### src/rtl/i2c_apb_arb.sv
// ---------------------------------------------------------------------------
// i2c_apb_arb
//
// Two-port APB arbiter in front of the single i2c_core APB slave port.
// One requester is granted at a time. Its transfer is replayed to the slave
// as a clean zero-wait SETUP/ACCESS pair. The result (prdata, pready,
// pslverr) goes back to the granted requester only.
//
// Parameters
//   ADDR_W      slave address width (1..32); requester address bits above
//               ADDR_W-1 must be zero, otherwise the transfer ends in error
//               without touching the slave
//   FIXED_PRIO  0 = round-robin on a tie, 1 = port 0 always wins a tie
//
// Ports
//   pclk, prst_n             clock, synchronous active-low reset
//   m0_* / m1_*              APB completer-side ports facing requesters 0/1
//                            (psel, penable, pwrite, paddr, pwdata in;
//                             prdata, pready, pslverr out)
//   s_*                      APB requester-side port facing i2c_core
//                            (psel, penable, pwrite, paddr, pwdata out;
//                             prdata in, zero wait states)
//
// All outputs are registered. A transfer takes four cycles:
// IDLE (grant) -> SETUP -> ACCESS -> DONE (pready pulse).
// An out-of-range address takes two cycles: IDLE -> DONE (pslverr).
// ---------------------------------------------------------------------------
module i2c_apb_arb #(
    parameter int ADDR_W     = 8,
    parameter bit FIXED_PRIO = 1'b0
) (
    input  logic              pclk,
    input  logic              prst_n,

    input  logic              m0_psel,
    input  logic              m0_penable,
    input  logic              m0_pwrite,
    input  logic [31:0]       m0_paddr,
    input  logic [31:0]       m0_pwdata,
    output logic [31:0]       m0_prdata,
    output logic              m0_pready,
    output logic              m0_pslverr,

    input  logic              m1_psel,
    input  logic              m1_penable,
    input  logic              m1_pwrite,
    input  logic [31:0]       m1_paddr,
    input  logic [31:0]       m1_pwdata,
    output logic [31:0]       m1_prdata,
    output logic              m1_pready,
    output logic              m1_pslverr,

    output logic              s_psel,
    output logic              s_penable,
    output logic              s_pwrite,
    output logic [ADDR_W-1:0] s_paddr,
    output logic [31:0]       s_pwdata,
    input  logic [31:0]       s_prdata
);

    typedef enum logic [1:0] {
        IDLE   = 2'd0,
        SETUP  = 2'd1,
        ACCESS = 2'd2,
        DONE   = 2'd3
    } state_t;

    state_t      state;
    logic        grant;       // port currently in service
    logic        last_grant;  // port granted most recently, for round-robin
    logic        wr_flag;     // granted transfer is a write

    logic        pick;
    logic        sel_write;
    logic [31:0] sel_addr;
    logic [31:0] sel_wdata;
    logic        addr_bad;

    // Mask of the requester address bits that must be zero. Built in 64 bits
    // so that ADDR_W = 32 yields an empty mask instead of a shift overflow.
    localparam logic [63:0] LOW_ONES  = (64'd1 << ADDR_W) - 64'd1;
    localparam logic [31:0] HIGH_MASK = ~LOW_ONES[31:0];

    // penable carries no information the arbiter needs: a request is psel
    // seen in IDLE, and the slave-side phases are generated locally.
    logic unused_penable;
    assign unused_penable = m0_penable ^ m1_penable;

    // Winner of the current IDLE sample. On a tie, round-robin hands the
    // grant to whichever port did not have it last time.
    always_comb begin
        pick = 1'b0;
        if (m0_psel && m1_psel) begin
            pick = FIXED_PRIO ? 1'b0 : ~last_grant;
        end else if (m1_psel) begin
            pick = 1'b1;
        end
    end

    assign sel_write = pick ? m1_pwrite : m0_pwrite;
    assign sel_addr  = pick ? m1_paddr  : m0_paddr;
    assign sel_wdata = pick ? m1_pwdata : m0_pwdata;
    assign addr_bad  = |(sel_addr & HIGH_MASK);

    // Sequencer. Every output is assigned together with the state it
    // belongs to, so outputs line up with the state register. The waiting
    // port never reaches the slave side because the s_* fields are only
    // loaded from the granted port at the moment of the grant.
    always_ff @(posedge pclk) begin
        if (!prst_n) begin
            state      <= IDLE;
            grant      <= 1'b0;
            last_grant <= 1'b1;
            wr_flag    <= 1'b0;
            s_psel     <= 1'b0;
            s_penable  <= 1'b0;
            s_pwrite   <= 1'b0;
            s_paddr    <= '0;
            s_pwdata   <= '0;
            m0_prdata  <= '0;
            m0_pready  <= 1'b0;
            m0_pslverr <= 1'b0;
            m1_prdata  <= '0;
            m1_pready  <= 1'b0;
            m1_pslverr <= 1'b0;
        end else begin
            case (state)
                IDLE: begin
                    if (m0_psel || m1_psel) begin
                        grant      <= pick;
                        last_grant <= pick;
                        wr_flag    <= sel_write;
                        if (addr_bad) begin
                            // Refuse without a slave access; the error is
                            // reported in the very next cycle.
                            state <= DONE;
                            if (pick) begin
                                m1_pready  <= 1'b1;
                                m1_pslverr <= 1'b1;
                                m1_prdata  <= '0;
                            end else begin
                                m0_pready  <= 1'b1;
                                m0_pslverr <= 1'b1;
                                m0_prdata  <= '0;
                            end
                        end else begin
                            state     <= SETUP;
                            s_psel    <= 1'b1;
                            s_penable <= 1'b0;
                            s_pwrite  <= sel_write;
                            s_paddr   <= sel_addr[ADDR_W-1:0];
                            s_pwdata  <= sel_wdata;
                        end
                    end
                end

                SETUP: begin
                    s_penable <= 1'b1;
                    state     <= ACCESS;
                end

                ACCESS: begin
                    // Slave has zero wait states: its read data is valid at
                    // the end of this cycle. Writes return zero upstream.
                    s_psel    <= 1'b0;
                    s_penable <= 1'b0;
                    state     <= DONE;
                    if (grant) begin
                        m1_pready  <= 1'b1;
                        m1_pslverr <= 1'b0;
                        m1_prdata  <= wr_flag ? 32'd0 : s_prdata;
                    end else begin
                        m0_pready  <= 1'b1;
                        m0_pslverr <= 1'b0;
                        m0_prdata  <= wr_flag ? 32'd0 : s_prdata;
                    end
                end

                DONE: begin
                    m0_prdata  <= '0;
                    m0_pready  <= 1'b0;
                    m0_pslverr <= 1'b0;
                    m1_prdata  <= '0;
                    m1_pready  <= 1'b0;
                    m1_pslverr <= 1'b0;
                    state      <= IDLE;
                end

                default: begin
                    state <= IDLE;
                end
            endcase
        end
    end

endmodule

### config.mk
export PLATFORM = sky130hd
export DESIGN_NAME = i2c_apb_arb
export DESIGN_NICKNAME = d
export VERILOG_FILES = /design/src/rtl/i2c_apb_arb.sv
export SDC_FILE = /design/constraint.sdc
export NUM_CORES = 1
export LEC_CHECK = 0
export BUFFER_PORTS_ARGS = -buffer_cell sky130_fd_sc_hd__buf_2
export CORE_MARGIN = 5
export CORE_UTILIZATION = 35
export DETAILED_ROUTE_END_ITERATION = 8
export PLACE_DENSITY = 0.74
export SYNTH_ARGS = -nofsm -noshare
export SYNTH_HDL_FRONTEND = slang
export SYNTH_SLANG_ARGS = --single-unit
### constraint.sdc
create_clock -name pclk -period 3.21 [get_ports pclk]
set_input_delay 0.8025 -clock pclk [delete_from_list [all_inputs] [get_ports pclk]]
set_output_delay 0.8025 -clock pclk [all_outputs]
set_load 0.01 [all_outputs]
==> impl_metrics.toml <==
[status]
status = "complete, no violations"

[logic_synthesis]
netlist_area_um2 = 5100
yosys_warnings = 0
ys_seq_area_share_pct = 45.6
syn-num-nets = 721
synthArstFlopShare_pct = 0
ys_types = 32
synth_edf_count = 0
synthCells = 549
syn_area_per_cell_um2 = 9.28
synthFlopType = "dfxtp_1"
ys_ff_latch = 116

[cells_and_area]
area_growth_pct = 41.8
multi_input_area_um2 = 2570
fin_area_um2 = 7230
post-route-util_pct = 50.1
nFillCells = 1387
antenna_cells = 0
drive_gt1_share_pct = 43.9
fin_cells = 1018
nets = 993
regArea_um2 = 2320

[global_route]
antenna_found_initial = 0
overflow = 0
grt_util_met2_pct = 27.5
grt_max_degree = 101
top_usage_layer = "met2"
use_met3_pct = 5.28
gr-usage-all-layers_pct = 16.9
grt_pass1_vias = 4578
grt_first_pass_wirelength_um = 22400
met1_usage_pct = 21.4

[placement]
hpwl_um = 11100
placed_area_um2 = 6630
placed_cells = 986
portBuffers = 276
place.gp.congestion = 0.946

[critical_path]
slowest_stage = "nor2_4"
critPathCaptureType = "flip-flop"
startpoint_type = "flip-flop"
criticalPathCategory = "reg -> reg"
crit_start = "state[1]"
crit_chain = "inv_1, ha_1, buf_4, nand4b_1, o22ai_4, nor2_4, buf_4, mux2i_1"
crit_end = "m0_prdata[23]"
critPathMaxStageDelay_ns = 0.93
r2r-start = "state[1]"
arrival_ns = 3.02
reg2reg_depth = 8
rr_endpoint = "m0_prdata[23]"
r2r_slack_ns = 0.52
cp_common_cell = "buf_4"
crit_required_ns = 3.54
cp_max_fo = 29

[timing]
worst_pin_slew_ns = 1.19
hold_ws_ns = 0.442
clock_skew_ns = 0.00793
setup_tns_ns = 0
min_period_over_period_pct = 83.7
hold_viol = 0
rsz0062_at_grt = "false"
drv_slew = 0
fin_crit_ns = 2.69
max_freq_ghz = 0.372
setup_viol = 0
max_slew_margin_pct = 20.7

[route]
drt-pass1-iter-count = 4
drt_wl_total_um = 14900
drc = 0
vias_per_cell = 4.63
wire_per_inst_um = 14.6
drtIter0Drc = 160
vias = 4716
postRouteAntennaNets = 0

[die]
dieArea_um2 = 17100
coreArea_um2 = 14400
initial_core_util_pct = 35.3
fp-row-count = 44
dieHeight_um = 131
die_x_um = 131
ios = 279

[power]
power_density_nw_per_um2 = 676
ir_drop_uv = 336
p_leak_uw = 0.00340

[cts]
clock-root-buffer = "clkbuf_16"
cts_resized = 0
worstSkewPairLatency_ns = 0.40
cts_tree = "done"
cts_hold_buf = 0
path_clk_slew_ns = 0.05
cts.sinks = 116
cts.path.max_buffers = 2
post_cts_buffers = 0
h-tree-depth = 4
numCtsBuffers = 17

[hold_path]
hold_path.class = "reg -> reg"

[flow_run]
max_cap_violations = 0
==> layer usage <==
| metal | vias to the layer above | share of wire (%) |
|---|---|---|
| met3 | 9 | 6.7 |
| met1 | 2183 | 44 |
| li1 | 2402 | - |
| met4 | 0 | 1.0 |
| met2 | 122 | 48 |
| met5 | - | 0 |
==> registers in the layout, indices dropped and copies added, names as in the netlist <==
register	count
grant	1
last_grant	1
m0_prdata	32
m0_pready	1
m0_pslverr	1
m1_prdata	32
m1_pready	1
m1_pslverr	1
s_paddr	8
s_penable	1
s_psel	1
s_pwdata	32
s_pwrite	1
state	2
wr_flag	1
==> worst max-delay path: cells and delay by family (launching register included) <==
family	cells	cell delay, ns
flops	1	0.38
buf+inv	3	0.60
simple gates	2	1.07
mux	1	0.19
fa+ha+maj	1	0.26
compound gates	1	0.11
==> logic make-up (layout without fill, tap and decap cells) <==
family          after synthesis  after routing  synth area share (%)
simple gates                220            220                  17.8
buf+inv                      40            325                  4.07
fa+ha+maj                     4              4                 0.982
flops                       116            116                  45.6
compound gates               59             59                  8.98
mux                         110            110                  22.6
==> layout by cell type, fill, tap and decap left out, types with 2 or more instances in the layout <==
| cell | synthesis | layout |
|---|---|---|
| buf_2 | 10 | 275 |
| nand2_1 | 189 | 189 |
| dfxtp_1 | 116 | 116 |
| mux2i_1 | 69 | 69 |
| mux2_2 | 41 | 41 |
| a21boi_1 | 41 | 41 |
| clkbuf_16 | 0 | 17 |
| buf_4 | 0 | 13 |
| nor4_1 | 12 | 12 |
| nor2_1 | 6 | 5 |
| clkinv_2 | 0 | 5 |
| inv_1 | 4 | 4 |
| a21oi_1 | 4 | 4 |
| ha_1 | 4 | 4 |
| o21ai_0 | 3 | 3 |
| clkbuf_1 | 20 | 3 |
| bufinv_16 | 0 | 3 |
| nor3_1 | 2 | 2 |
| nand4_1 | 2 | 2 |
| nand4b_1 | 2 | 2 |
| o22ai_4 | 2 | 2 |
| nor2_4 | 2 | 2 |
| o21ai_1 | 2 | 2 |
| clkbuf_8 | 0 | 2 |
| clkinvlp_4 | 0 | 2 |
==> power breakdown <==
part           leakage, µW  total [µW]  internal (µW)  switching, µW
registers         0.000938        1660           1580           74.4
logic              0.00217        1340            618            719
clock network     0.000290        1890           1250            635
==> stage by stage <==
| stage | power, µW | setup slack [ns] |
|---|---|---|
| final | 4880 | 0.524 |
| after detailed placement | 3040 | 0.0916 |
| after global routing | 5130 | 0.286 |
| after CTS | 4950 | 0.488 |
| after floorplan | 2650 | 1.04 |
| after global placement | 3020 | 0.153 |
==> worst min path at each step <==
stage | startpoint | end | slack [ns] | depth (start not counted)
floorplan | grant | grant | 0.46 | 2
global placement | s_pwdata[28] | s_pwdata[28] | 0.43 | 2
detailed placement | s_pwdata[25] | s_pwdata[25] | 0.44 | 2
CTS | s_pwdata[15] | s_pwdata[15] | 0.45 | 2
global route | s_paddr[4] | s_paddr[4] | 0.46 | 2
finish | s_paddr[0] | s_paddr[0] | 0.44 | 2
==> Yosys cell counts, drive strengths merged (2+ instances only) <==
library cell / instances / area (µm²)
buf: 16 / 118
o22ai: 2 / 40.0
a21oi: 4 / 20.0
ha: 4 / 50.1
nand4b: 2 / 17.5
o21ai: 5 / 25.0
mux2i: 69 / 691
nor2: 8 / 45.0
nor4: 12 / 75.1
clkbuf: 20 / 75.1
dfxtp: 116 / 2320
nand2: 189 / 709
inv: 4 / 15.0
a21boi: 43 / 334
mux2: 41 / 462
nand4: 3 / 25.0
nor3: 2 / 10.0
==> layout make-up <==
class,count,area share [%]
well taps,184,3.19
flip-flops and latches,116,32.1
clock inverters,10,1.80
repair buffers,289,20.7
inverters,4,0.208
clock buffers,22,6.42
multi-input cells,393,35.6
Note: power is estimated with default switching activity, not from simulation.
